==> src/rtl/cpu_pkg.sv <==
// rtl/cpu_pkg.sv - shared constants for the MIPS pipeline registers
package cpu_pkg;

  localparam logic [31:0] NOP_INSTR = 32'h0;
  localparam int RS_MSB = 25;
  localparam int RS_LSB = 21;
  localparam int RT_MSB = 20;
  localparam int RT_LSB = 16;
  localparam int CTRL_W = 16;
  localparam int TNEW_W = 2;

endpackage

==> src/rtl/wb_bypass_sel.sv <==
// rtl/wb_bypass_sel.sv - select write-back data over a register-file value on index match
module wb_bypass_sel (
  input  logic        i_we,
  input  logic [4:0]  i_a3,
  input  logic [31:0] i_wd,
  input  logic [4:0]  i_idx,
  input  logic [31:0] i_data,
  output logic [31:0] o_data,
  output logic        o_hit
);

  // $0 is hard-wired, so a write-back aimed at it never forwards
  assign o_hit  = i_we && (i_a3 != 5'd0) && (i_a3 == i_idx);
  assign o_data = o_hit ? i_wd : i_data;

endmodule

==> src/rtl/id_ex_reg.sv <==
// rtl/id_ex_reg.sv - ID to EX pipeline register with bubble, hold, flush and WB operand refresh
module id_ex_reg
  import cpu_pkg::*;
#(
  parameter int CTRL_W = cpu_pkg::CTRL_W,
  parameter int TNEW_W = cpu_pkg::TNEW_W
) (
  input  logic              clk,
  input  logic              reset,
  input  logic              stall_d,
  input  logic              hold_e,
  input  logic              flush_e,
  input  logic [31:0]       instr_D,
  input  logic [31:0]       pc_D,
  input  logic [31:0]       rs_data_D,
  input  logic [31:0]       rt_data_D,
  input  logic [31:0]       imm_D,
  input  logic [4:0]        a3_D,
  input  logic [TNEW_W-1:0] tnew_D,
  input  logic [CTRL_W-1:0] ctrl_D,
  input  logic              we_W,
  input  logic [4:0]        a3_W,
  input  logic [31:0]       wd_W,
  output logic [31:0]       instr_E,
  output logic [31:0]       pc_E,
  output logic [31:0]       rs_data_E,
  output logic [31:0]       rt_data_E,
  output logic [31:0]       imm_E,
  output logic [4:0]        a3_E,
  output logic [TNEW_W-1:0] tnew_E,
  output logic [CTRL_W-1:0] ctrl_E,
  output logic              valid_E
);

  logic [31:0]       w_rs_load, w_rt_load, w_rs_hold, w_rt_hold;
  logic              w_rs_load_hit, w_rt_load_hit, w_rs_hold_hit, w_rt_hold_hit;
  logic [TNEW_W-1:0] w_tnew_next;

  wb_bypass_sel u_rs_load (
    .i_we(we_W), .i_a3(a3_W), .i_wd(wd_W),
    .i_idx(instr_D[RS_MSB:RS_LSB]), .i_data(rs_data_D),
    .o_data(w_rs_load), .o_hit(w_rs_load_hit)
  );

  wb_bypass_sel u_rt_load (
    .i_we(we_W), .i_a3(a3_W), .i_wd(wd_W),
    .i_idx(instr_D[RT_MSB:RT_LSB]), .i_data(rt_data_D),
    .o_data(w_rt_load), .o_hit(w_rt_load_hit)
  );

  // While EX is held, the latched operands track WB so a retiring value is not lost
  wb_bypass_sel u_rs_hold (
    .i_we(we_W), .i_a3(a3_W), .i_wd(wd_W),
    .i_idx(instr_E[RS_MSB:RS_LSB]), .i_data(rs_data_E),
    .o_data(w_rs_hold), .o_hit(w_rs_hold_hit)
  );

  wb_bypass_sel u_rt_hold (
    .i_we(we_W), .i_a3(a3_W), .i_wd(wd_W),
    .i_idx(instr_E[RT_MSB:RT_LSB]), .i_data(rt_data_E),
    .o_data(w_rt_hold), .o_hit(w_rt_hold_hit)
  );

  assign w_tnew_next = (tnew_D == '0) ? '0 : tnew_D - 1'b1;

  always_ff @(posedge clk or posedge reset) begin
    if (reset) begin
      instr_E   <= NOP_INSTR;
      pc_E      <= '0;
      rs_data_E <= '0;
      rt_data_E <= '0;
      imm_E     <= '0;
      a3_E      <= '0;
      tnew_E    <= '0;
      ctrl_E    <= '0;
      valid_E   <= 1'b0;
    end else if (flush_e || (!hold_e && stall_d)) begin
      instr_E   <= NOP_INSTR;
      pc_E      <= '0;
      rs_data_E <= '0;
      rt_data_E <= '0;
      imm_E     <= '0;
      a3_E      <= '0;
      tnew_E    <= '0;
      ctrl_E    <= '0;
      valid_E   <= 1'b0;
    end else if (hold_e) begin
      rs_data_E <= w_rs_hold;
      rt_data_E <= w_rt_hold;
    end else begin
      instr_E   <= instr_D;
      pc_E      <= pc_D;
      rs_data_E <= w_rs_load;
      rt_data_E <= w_rt_load;
      imm_E     <= imm_D;
      a3_E      <= a3_D;
      tnew_E    <= w_tnew_next;
      ctrl_E    <= ctrl_D;
      valid_E   <= 1'b1;
    end
  end

endmodule

==> config.mk <==
export PLATFORM = sky130hd
export DESIGN_NAME = id_ex_reg
export DESIGN_NICKNAME = d
export VERILOG_FILES = /design/src/rtl/cpu_pkg.sv /design/src/rtl/wb_bypass_sel.sv /design/src/rtl/id_ex_reg.sv
export SDC_FILE = /design/constraint.sdc
export NUM_CORES = 1
export LEC_CHECK = 0
export CORE_AREA = 2 2 158 160
export CTS_BUF_LIST = sky130_fd_sc_hd__clkbuf_16
export DETAILED_ROUTE_END_ITERATION = 10
export DIE_AREA = 0 0 160 162
export GPL_ROUTABILITY_DRIVEN = 0
export GPL_TIMING_DRIVEN = 0
export PLACE_DENSITY = 0.69
export RECOVER_POWER = 100
export SYNTH_ARGS = -nofsm -noshare
export SYNTH_HDL_FRONTEND = slang
export SYNTH_SLANG_ARGS = --single-unit
export TNS_END_PERCENT = 20
==> constraint.sdc <==
create_clock -name clk -period 7.9 [get_ports clk]
set_clock_uncertainty 0.1 [all_clocks]
set_input_delay 1.975 -clock clk [delete_from_list [all_inputs] [get_ports clk]]
set_output_delay 1.975 -clock clk [all_outputs]
set_load 0.05 [all_outputs]
==> results by group, run 1 <==
Power and ir drop
  – Reported leakage power: 6.43 nW
  – Maximum vdd drop: 0.000118 V
  – Power Total: 2.48 mW
  – Pwr per Cell Area: 190 nW/um2

Clocking
  – Number of setup buffers added after CTS: 0
  – Number of buffers created by CTS: 17
  – CTS sink count: 184
  – Number of gates resized after cts: 0
  – H-Tree Depth: 4
  – Root buf cell: sky130_fd_sc_hd__clkbuf_16
  – Later-pin clock latency in the skew report: 0.43 ns
  – Number of buffers added to fix hold violations after cts: 0
  – Maximum count of clock buffers along a single path: 2
  – Clock tree from TritonCTS: done
  – Clock edge transition at the registers on the reported setup and hold paths: 0.08 ns

STA
  – Final count of hold timing violations: 0
  – Max-slew violations: 62
  – Peak clock frequency supported by timing: 0.228 GHz
  – Relative slew slack: -90.8%
  – Post-route setup slack: 3.51 ns
  – Unrepaired setup endpoints after global routing: false
  – Worst-Margin Slew: 2.85 ns
  – Final setup violation count: 0
  – Setup total negative slack: 0 ns
  – Post-layout minimum cycle time: 4.39 ns
  – Fin crit share: 55.5%

Logic synthesis
  – Cell type with the highest aggregate area in the netlist: sky130_fd_sc_hd__dfrtp_1
  – Count leader, synth: sky130_fd_sc_hd__dfrtp_1
  – Area of the mapped netlist: 8050 um2
  – Register bit total from synthesis: 184
  – Synth Area in Compound Gates: 5.02%
  – Biggest area contributors in the synthesized netlist: sky130_fd_sc_hd__dfrtp_1 57%, sky130_fd_sc_hd__mux2i_1 23%, sky130_fd_sc_hd__nor2_1 5.6%
  – Share of flip-flops with an asynchronous set or reset after synthesis: 100%
  – Synthesized-area fraction occupied by xor and xnor cells: 2.18%
  – Dominant combinational cell family by area after synthesis: multiplexers
  – Number of distinct library cells after synthesis: 25
  – Yosys warnings: 0
  – Number of instances in the synthesized netlist: 706
  – Share of cell area taken by muxes after synthesis: 22.5%
  – Synth top area share: 57.2%
  – Most used flip-flop cell after synthesis: sky130_fd_sc_hd__dfrtp_1
  – Post-Syn Nets: 932
  – Top cells by count, synth: 184 x sky130_fd_sc_hd__dfrtp_1, 181 x sky130_fd_sc_hd__mux2i_1, 119 x sky130_fd_sc_hd__nor2_1
  – Number of synthesized flops with an enable pin: 0
  – Adder-Cell Fraction of Synth Area: 0%
  – Register area share after synthesis: 57.2%
  – Simple-gate area share of the yosys netlist: 9.28%
  – Synthesized area per cell: 11.4 um2

Global route
  – Largest net degree at the start of global routing: 124
  – Via count of the first global-routing pass: 7262
  – Wire length of the first global-routing pass: 42600 um
  – Antenna violations before repair: 3
  – Congestion Overflow GR: 0
  – Aggregate global-route resource usage: 21.4%

Routing
  – Total wire length after detailed routing: 27800 um
  – DRC Markers: 0
  – Starting DRT DRC Count: 302
  – Post-route antenna net violation count: 0
  – Ratio of routed vias to standard cells: 4.63
  – Number of vias after detailed routing: 6789
  – Final routed wire length divided by cell count: 18.9 um
  – Number of search-and-repair iterations in the first detailed-routing pass: 4

Layout
  – Area used by sequential logic in the layout: 4600 um2
  – Layout overhead on the synthesized area: 62.4%
  – Number of nets in the layout: 1355
  – Utilization after layout: 54.2%
  – Number of filler cells placed in the layout: 2222
  – Share of layout cells above drive strength 1: 4.47%
  – Multi-input gate area in the final layout: 3120 um2
  – Final Cell Area: 13100 um2

Hold path
  – Class of the tightest hold or removal check: flop to flop
  – Hold depth: 2

Critical path
  – Required time reported for the critical path endpoint: 8.30 ns
  – Category of the most critical setup path: primary input to asynchronous set/reset pin
  – Data arrival time of the worst path: 4.78 ns
  – Highest net fanout along the worst path: 123
  – Worst setup SP type: primary input
  – Nature of the critical path endpoint: asynchronous set/reset pin
  – FF-to-FF path depth: 6

Placement
  – Quantity of I/O buffers inserted on ports: 403
  – Worst slack after detailed placement: 3.69 ns
  – Detailed placer's ending HPWL: 21800 um
  – Placed inst area: 12500 um2

Floorplanning
  – Core area: 24100 um2
  – IO Count: 410
  – Starting density of the core: 33.4%
  – Die Outline Area: 25900 um2
  – Die width: 160 um
  – Die span in y: 162 um
  – Std cell rows: 57

Outcome
  – Run status: finished, violations left
  – Violated checks: max-capacitance violations, max-slew violations

Flow run
  – Number of max-capacitance violations reported: 1
## layout by cell type (no fill, tap or decap), types with 2 or more instances in the layout
master and instances:
sky130_fd_sc_hd__xnor2_1 8, sky130_fd_sc_hd__a21oi_1 3, sky130_fd_sc_hd__nor3_1 4, sky130_fd_sc_hd__a41oi_1 2, sky130_fd_sc_hd__inv_6 3, sky130_fd_sc_hd__inv_1 3
sky130_fd_sc_hd__nand2_1 64, sky130_fd_sc_hd__mux2i_1 181, sky130_fd_sc_hd__o21ai_1 4, sky130_fd_sc_hd__clkdlybuf4s50_1 217, sky130_fd_sc_hd__a41o_1 2, sky130_fd_sc_hd__buf_6 5
sky130_fd_sc_hd__clkbuf_1 35, sky130_fd_sc_hd__dfrtp_1 184, sky130_fd_sc_hd__o21ai_0 60, sky130_fd_sc_hd__dlygate4sd3_1 186, sky130_fd_sc_hd__nor2_1 119, sky130_fd_sc_hd__clkinv_8 2
sky130_fd_sc_hd__buf_8 4, sky130_fd_sc_hd__or2_2 2, sky130_fd_sc_hd__inv_8 5, sky130_fd_sc_hd__clkinv_4 3, sky130_fd_sc_hd__xor2_1 12, sky130_fd_sc_hd__clkbuf_16 17
sky130_fd_sc_hd__buf_2 7
## path summary, 6_finish.rpt
kind	slack (ns)	from	end
min in group asynchronous	2.72	reset	rt_data_E[6]
max in group clk	3.73	a3_W[3]	rt_data_E[1]
setup reg to reg	5.51	instr_E[16]	rt_data_E[1]
hold reg to reg	0.38	rt_data_E[20]	rt_data_E[20]
hold / removal	0.38	rt_data_E[20]	rt_data_E[20]
setup / recovery	3.51	reset	instr_E[8]
## metal layers
metal / GRT usage [%] / vias up / routed length [um]
li1: - / 3240 / -
met1: 28.0 / 3311 / 12100
met2: 35.7 / 200 / 13700
met3: 5.03 / 34 / 1420
met4: 6.39 / 4 / 571
met5: 0 / - / 20
## where the power goes
part	total [mW]	leakage, nW	switching (mW)	internal, mW
registers	1.03	2.46	0.0296	0.996
clock network	0.844	0.285	0.421	0.423
logic	0.612	3.69	0.370	0.242
total	2.48	6.43	0.821	1.66
## worst max-delay path, stage by stage
cell and delay, ns:
sky130_fd_sc_hd__dlygate4sd3_1 0.56, sky130_fd_sc_hd__clkinvlp_2 1.60, sky130_fd_sc_hd__buf_16 0.50
## registers in the layout, indices dropped and copies added (netlist names)
name / cells
tnew_E: 2
rs_data_E: 32
a3_E: 5
pc_E: 32
instr_E: 32
rt_data_E: 32
ctrl_E: 16
imm_E: 32
valid_E: 1
## cell families after synthesis
logic type	Yosys count
XOR/XNOR	20
buffers and inverters	55
multiplexers	181
AO/OA/AOI/OAI	73
AND/OR/NAND/NOR	193
flip-flops	184
## layout make-up
| cell class | instances | area share (%) |
|---|---|---|
| clock buffer | 17 | 3.25 |
| sequential | 184 | 35.2 |
| multi-input combinational | 467 | 23.9 |
| tap | 324 | 3.10 |
| antenna | 1 | 0.0191 |
| buffer | 52 | 2.19 |
| inverter | 3 | 0.0957 |
| timing repair buffer | 404 | 31.1 |
| clock inverter | 15 | 1.17 |
## stage by stage
step                hold slack, ns  instances
floorplan                    0.645        706
global placement             0.361       1433
detailed placement           0.369       1434
CTS                          0.387       1466
global route                 0.410       1466
finish                       0.376       1467
Power figures use the tool's default switching activity.
==> run 2, diff against run 1 <==
clock period = 4.25 ns   (was 7.9 ns; I/O delays follow)
==> run 2 against run 1 <==
Effect of this change: the flow now finishes without violations; hold slack worse by 0.0010 ns; clock-buffer cell count did not move; sequential cell count stayed put; power up 89%; critical endpoint is now rt_data_E[11]; highest routed layer is now met4.
==> results by group, run 2 (same netlist as run 1, synthesis figures left out) <==
Outcome
  – Run status: complete, no violations (was finished, violations left)

Clocking
  – Number of buffers created by CTS: 17 (unchanged)
  – Root buf cell: sky130_fd_sc_hd__clkbuf_16 (unchanged)
  – H-Tree Depth: 4 (unchanged)
  – Later-pin clock latency in the skew report: 0.42 ns (was 0.43 ns)
  – Clock edge transition at the registers on the reported setup and hold paths: 0.07 ns (was 0.08 ns)
  – Number of buffers added to fix hold violations after cts: 0 (unchanged)
  – Clock tree from TritonCTS: done (unchanged)
  – CTS sink count: 184 (unchanged)
  – Number of gates resized after cts: 0 (unchanged)
  – Maximum count of clock buffers along a single path: 2 (unchanged)
  – Number of setup buffers added after CTS: 0 (unchanged)

Placement
  – Worst slack after detailed placement: 0.943 ns (was 3.69 ns)
  – Total instance count after detailed placement: 1438 (was 1434)
  – Detailed placer's ending HPWL: 22300 um (was 21800 um)
  – Placed inst area: 12600 um2 (was 12500 um2)
  – Quantity of I/O buffers inserted on ports: 403 (unchanged)

Critical path
  – Critical path's largest stage delay: 0.73 ns (was 1.60 ns)
  – Buf/Inv on CP: 2 (was 3)
  – Nature of the critical path endpoint: flop (was asynchronous set/reset pin)
  – Most frequent cell on the critical path: sky130_fd_sc_hd__clkbuf_1
  – Worst path slowest cell: sky130_fd_sc_hd__a41oi_1 (was sky130_fd_sc_hd__clkinvlp_2)
  – Kind of cell adding the most delay to the critical path: compound AO/OA/AOI/OAI gates (was buffers and inverters)
  – Category of the most critical setup path: primary input to flop (was primary input to asynchronous set/reset pin)
  – Data arrival time of the worst path: 3.58 ns (was 4.78 ns)
  – Worst setup SP type: primary input (unchanged)
  – CP cell instances: clkbuf_1 > or4_1 > o21a_1 > a41oi_1 > or2_2 > clkbuf_1 > o21ai_0 (was dlygate4sd3_1 > clkinvlp_2 > buf_16)
  – Required time reported for the critical path endpoint: 4.42 ns (was 8.30 ns)
  – Highest net fanout along the worst path: 10 (was 123)

Routing
  – Post-route antenna net violation count: 0 (unchanged)
  – Starting DRT DRC Count: 299 (was 302)
  – Total wire length after detailed routing: 28600 um (was 27800 um)
  – Number of search-and-repair iterations in the first detailed-routing pass: 4 (unchanged)
  – DRC Markers: 0 (unchanged)
  – Ratio of routed vias to standard cells: 4.70 (was 4.63)
  – Number of vias after detailed routing: 6914 (was 6789)
  – Final routed wire length divided by cell count: 19.4 um (was 18.9 um)

Layout
  – Share of layout cells above drive strength 1: 4.97% (was 4.47%)
  – Post-Layout Cell Count: 1470 (was 1467)
  – Leading cell type in the layout, fill and taps excluded: sky130_fd_sc_hd__clkdlybuf4s50_1 (unchanged)
  – Number of nets in the layout: 1359 (was 1355)
  – Final Cell Area: 13200 um2 (was 13100 um2)
  – Number of filler cells placed in the layout: 2219 (was 2222)
  – N_diodes: 0 (was 1)
  – Layout overhead on the synthesized area: 63.5% (was 62.4%)
  – Multi-input gate area in the final layout: 3120 um2 (unchanged)
  – Area used by sequential logic in the layout: 4600 um2 (unchanged)
  – Commonest cells after routing, fill and taps aside: 217 x sky130_fd_sc_hd__clkdlybuf4s50_1, 186 x sky130_fd_sc_hd__dlygate4sd3_1, 184 x sky130_fd_sc_hd__dfrtp_1, 181 x sky130_fd_sc_hd__mux2i_1, 119 x sky130_fd_sc_hd__nor2_1 (unchanged)

Power and ir drop
  – Pwr per Cell Area: 357 nW/um2 (was 190 nW/um2)
  – Internal Power: 3.15 mW (was 1.66 mW)
  – Net switching power: 1.54 mW (was 0.821 mW)
  – Reported leakage power: 6.48 nW (was 6.43 nW)
  – Part of the total power dissipated in combinational logic: 24.5% (was 24.7%)
  – Power Total: 4.69 mW (was 2.48 mW)
  – Maximum vdd drop: 0.000256 V (was 0.000118 V)
  – Share of total power in the clock network: 34.9% (was 34.0%)
  – Net Sw Frac: 32.8% (was 33.1%)
  – Seq pwr share: 40.6% (was 41.3%)

Floorplanning
  – Starting density of the core: 33.4% (unchanged)
  – Die Outline Area: 25900 um2 (unchanged)
  – Die span in y: 162 um (unchanged)
  – IO Count: 410 (unchanged)
  – Die width: 160 um (unchanged)
  – Core area: 24100 um2 (unchanged)
  – Std cell rows: 57 (unchanged)

STA
  – Fin crit share: 80.2%
  – Worst-Margin Slew: 0.944 ns (was 2.85 ns)
  – Final setup violation count: 0 (unchanged)
  – Peak clock frequency supported by timing: 0.293 GHz
  – Unrepaired setup endpoints after global routing: false (unchanged)
  – Final count of hold timing violations: 0 (unchanged)
  – Relative slew slack: 37.1% (was -90.8%)
  – Max-slew violations: 0 (was 62)
  – Post-route setup slack: 0.840 ns (was 3.51 ns)
  – Post-layout minimum cycle time: 3.41 ns

Global route
  – Aggregate global-route resource usage: 22.1% (was 21.4%)
  – Wire length of the first global-routing pass: 44000 um (was 42600 um)
  – Via count of the first global-routing pass: 7218 (was 7262)
  – Antenna violations before repair: 0 (was 3)
  – Congestion Overflow GR: 0 (unchanged)
  – Largest net degree at the start of global routing: 40 (was 124)

Hold path
  – Class of the tightest hold or removal check: flop to flop (unchanged)

Flow run
  – Number of max-capacitance violations reported: 0 (was 1)
[run 2: changes by cell type in the layout (fill, tap and decap cells not counted), sizes merged]
cell	before	now
inv	11	9
clkinv	5	6
buf	18	22
diode	1	0
bufinv	0	1
[run 2: per-stage QoR]
| step | utilization, % | hold slack (ns) | setup TNS [ns] |
|---|---|---|---|
| floorplan | - | 0.645 | 0 |
| global placement | 51.8 | 0.363 | -175.02 |
| detailed placement | 52.2 | 0.370 | 0 |
| CTS | 54.8 | 0.387 | 0 |
| global route | 54.6 | 0.401 | 0 |
| finish | 54.6 | 0.375 | 0 |
[run 2: final cells by class]
class / instances / area share (%)
flip-flops and latches: 184 / 35.0
multi-input cells: 467 / 23.7
well taps: 324 / 3.08
inverters: 3 / 0.0951
clock inverters: 15 / 1.41
repair buffers: 408 / 31.3
plain buffers: 52 / 2.19
clock buffers: 17 / 3.23
[run 2: power by group through the flow]
stage,Combinational [mW],Clock [mW],Sequential [mW]
after global placement,1.18,0,1.94
after detailed placement,1.20,0,1.94
after CTS,1.21,1.69,1.91
after global routing,1.22,1.76,1.92
final,1.15,1.64,1.90
after floorplan,0.296,0,2.30
[run 2: worst paths after layout]
path | from | end | slack (ns) | depth (start not counted)
worst max register to register | instr_E[18] | rt_data_E[11] | 1.75 | 6
max in group asynchronous | reset | imm_E[14] | 1.28 | 4
worst max-delay path | a3_W[3] | rt_data_E[11] | 0.84 | 7
worst min register to register | rs_data_E[24] | rs_data_E[24] | 0.37 | 2
worst min-delay path | rs_data_E[24] | rs_data_E[24] | 0.37 | 2
min in group asynchronous | reset | instr_E[31] | 1.13 | 2
[run 2: worst reg2reg max path: stages (launching register included)]
cell	delay [ns]
sky130_fd_sc_hd__dfrtp_1	0.41
sky130_fd_sc_hd__xor2_1	0.15
sky130_fd_sc_hd__nor3_1	0.08
sky130_fd_sc_hd__a41oi_1	0.75
sky130_fd_sc_hd__or2_2	0.31
sky130_fd_sc_hd__clkbuf_1	0.38
sky130_fd_sc_hd__o21ai_0	0.18
[run 2: metal layers]
layer / track usage [%] / wire [um] / vias up / part of all wire [%]
met5: 0 / 0 / - / 0
met4: 6.63 / 666 / 0 / 2.3
met3: 4.95 / 1550 / 36 / 5.4
met2: 36.8 / 14100 / 235 / 49
met1: 29.0 / 12200 / 3398 / 43
li1: - / - / 3245 / -
==> run 3, diff against run 2 <==
clock period = 3.33 ns   (was 4.25 ns; I/O delays follow)
==> run 3 against run 2 <==
Effect of this change: via count is 0.16% higher; largest power group unchanged; worst setup slack worse by 0.36 ns; global-route usage stayed put; largest cell class unchanged.
==> results by group, run 3 (same netlist as run 1, synthesis figures left out) <==
Critical path
  – Worst setup SP type: primary input (unchanged)
  – Worst path slowest cell: sky130_fd_sc_hd__or4_1 (was sky130_fd_sc_hd__a41oi_1)
  – Most frequent cell on the critical path: sky130_fd_sc_hd__clkbuf_1 (unchanged)
  – Category of the most critical setup path: primary input to flop (unchanged)
  – Highest net fanout along the worst path: 10 (unchanged)
  – Data arrival time of the worst path: 3.03 ns (was 3.58 ns)
  – Nature of the critical path endpoint: flop (unchanged)
  – Critical path's largest stage delay: 0.50 ns (was 0.73 ns)
  – Required time reported for the critical path endpoint: 3.51 ns (was 4.42 ns)
  – CP cell instances: clkbuf_1 > or4_1 > o21a_1 > a41oi_2 > or2_2 > clkbuf_1 > o21ai_0 (was clkbuf_1 > or4_1 > o21a_1 > a41oi_1 > or2_2 > clkbuf_1 > o21ai_0)

Layout
  – Commonest cells after routing, fill and taps aside: 217 x sky130_fd_sc_hd__clkdlybuf4s50_1, 186 x sky130_fd_sc_hd__dlygate4sd3_1, 184 x sky130_fd_sc_hd__dfrtp_1, 181 x sky130_fd_sc_hd__mux2i_1, 119 x sky130_fd_sc_hd__nor2_1 (unchanged)
  – Leading cell type in the layout, fill and taps excluded: sky130_fd_sc_hd__clkdlybuf4s50_1 (unchanged)
  – Layout overhead on the synthesized area: 63.5% (about the same)
  – Number of nets in the layout: 1359 (unchanged)
  – N_diodes: 0 (unchanged)
  – Number of filler cells placed in the layout: 2214 (was 2219)
  – Utilization after layout: 54.6% (about the same)
  – Final Cell Area: 13200 um2 (about the same)
  – Share of layout cells above drive strength 1: 5.32% (was 4.97%)

Routing
  – Detailed-routed wire length on met3: 1550 um (about the same)
  – Final routed wire length divided by cell count: 19.4 um (about the same)
  – Starting DRT DRC Count: 303 (was 299)
  – Total wire length after detailed routing: 28600 um (about the same)
  – Ratio of routed vias to standard cells: 4.71 (was 4.70)
  – Routed wl met2: 14100 um (about the same)
  – Number of search-and-repair iterations in the first detailed-routing pass: 4 (unchanged)
  – DRC Markers: 0 (unchanged)
  – Post-route antenna net violation count: 0 (unchanged)
  – Detailed-routing wirelength on met1: 12200 um (about the same)
  – Top Layer Used: met4 (unchanged)
  – Number of vias after detailed routing: 6925 (was 6914)

Clocking
  – Number of gates resized after cts: 0 (unchanged)
  – Later-pin clock latency in the skew report: 0.42 ns (about the same)
  – Number of buffers added to fix hold violations after cts: 0 (unchanged)
  – Clock tree from TritonCTS: done (unchanged)
  – H-Tree Depth: 4 (unchanged)
  – Number of setup buffers added after CTS: 0 (unchanged)
  – Clock edge transition at the registers on the reported setup and hold paths: 0.07 ns (about the same)
  – Root buf cell: sky130_fd_sc_hd__clkbuf_16 (unchanged)
  – CTS sink count: 184 (unchanged)
  – Number of buffers created by CTS: 17 (unchanged)
  – Maximum count of clock buffers along a single path: 2 (unchanged)

Power and ir drop
  – Pwr per Cell Area: 455 nW/um2 (was 357 nW/um2)
  – Reported leakage power: 6.48 nW (about the same)
  – Maximum vdd drop: 0.000327 V (was 0.000256 V)

Floorplanning
  – Die Outline Area: 25900 um2 (unchanged)
  – Core area: 24100 um2 (unchanged)
  – Starting density of the core: 33.4% (unchanged)
  – Die span in y: 162 um (unchanged)
  – Die width: 160 um (unchanged)
  – Std cell rows: 57 (unchanged)
  – IO Count: 410 (unchanged)

STA
  – Relative slew slack: 32.5% (was 37.1%)
  – Max-slew violations: 0 (unchanged)
  – Final setup violation count: 0 (unchanged)
  – Worst-Margin Slew: 1.01 ns (was 0.944 ns)
  – Peak clock frequency supported by timing: 0.350 GHz
  – Final count of hold timing violations: 0 (unchanged)
  – Post-layout minimum cycle time: 2.85 ns
  – Post-route setup slack: 0.477 ns (was 0.840 ns)
  – Unrepaired setup endpoints after global routing: false (unchanged)
  – Hold Slack: 0.377 ns (was 0.375 ns)
  – Fin crit share: 85.7%
  – Setup total negative slack: 0 ns (unchanged)

Flow run
  – Number of max-capacitance violations reported: 0 (unchanged)

Global route
  – Via count of the first global-routing pass: 7218 (unchanged)
  – Aggregate global-route resource usage: 22.1% (unchanged)
  – Congestion Overflow GR: 0 (unchanged)
  – Wire length of the first global-routing pass: 44000 um (unchanged)
  – Largest net degree at the start of global routing: 40 (unchanged)
  – Antenna violations before repair: 0 (unchanged)

Placement
  – Placed inst area: 12600 um2 (unchanged)
  – Worst slack after detailed placement: 0.253 ns (was 0.943 ns)
  – Quantity of I/O buffers inserted on ports: 403 (unchanged)
  – Detailed placer's ending HPWL: 22300 um (unchanged)

Hold path
  – Class of the tightest hold or removal check: flop to flop (unchanged)

Outcome
  – Run status: complete, no violations (unchanged)
run 3: cell count changes in the layout (fill, tap and decap cells not counted), sizes merged:
cell | previous run | this run
clkbuf | 52 | 50
buf | 22 | 24
run 3: path summary, 6_finish.rpt:
| check | startpoint | to | slack (ns) | cells past startpoint |
|---|---|---|---|---|
| worst min register to register | rs_data_E[24] | rs_data_E[24] | 0.38 | 2 |
| max in group asynchronous | reset | imm_E[14] | 0.74 | 4 |
| min in group asynchronous | reset | instr_E[31] | 0.86 | 2 |
| worst min-delay path | rs_data_E[24] | rs_data_E[24] | 0.38 | 2 |
| worst max register to register | instr_E[16] | rt_data_E[11] | 1.03 | 6 |
| worst max-delay path | a3_W[3] | rt_data_E[11] | 0.48 | 7 |
run 3: worst max-delay path: cells and delay by family:
family | cells | cell delay (ns)
buf+inv | 2 | 0.55
compound gates | 3 | 0.87
simple gates | 2 | 0.77
run 3: layout make-up:
| cell class | instances | area (um2) | area share, % |
|---|---|---|---|
| Inverter | 3 | 12.5 | 0.0951 |
| Multi-Input combinational cell | 467 | 3130 | 23.8 |
| Timing Repair Buffer | 408 | 4100 | 31.2 |
| Sequential cell | 184 | 4600 | 35.0 |
| Tap cell | 324 | 405 | 3.08 |
| Clock buffer | 17 | 425 | 3.23 |
| Clock inverter | 15 | 185 | 1.41 |
| Buffer | 52 | 292 | 2.22 |
run 3: layer usage:
metal,global-route usage [%],vias up
met5,0,-
met4,6.63,0
met3,4.95,36
met2,36.8,242
met1,29.0,3403
li1,-,3244
run 3: metrics by stage:
step / cells / total power [mW]
floorplan: 706 / 3.32
global placement: 1433 / 3.99
detailed placement: 1438 / 4.02
CTS: 1470 / 6.14
global route: 1470 / 6.26
finish: 1470 / 5.99
run 3: power breakdown:
| group | switching (mW) | leakage, nW | internal (mW) |
|---|---|---|---|
| combinational | 0.888 | 3.72 | 0.579 |
| clock | 1.01 | 0.296 | 1.08 |
| sequential | 0.0686 | 2.46 | 2.36 |
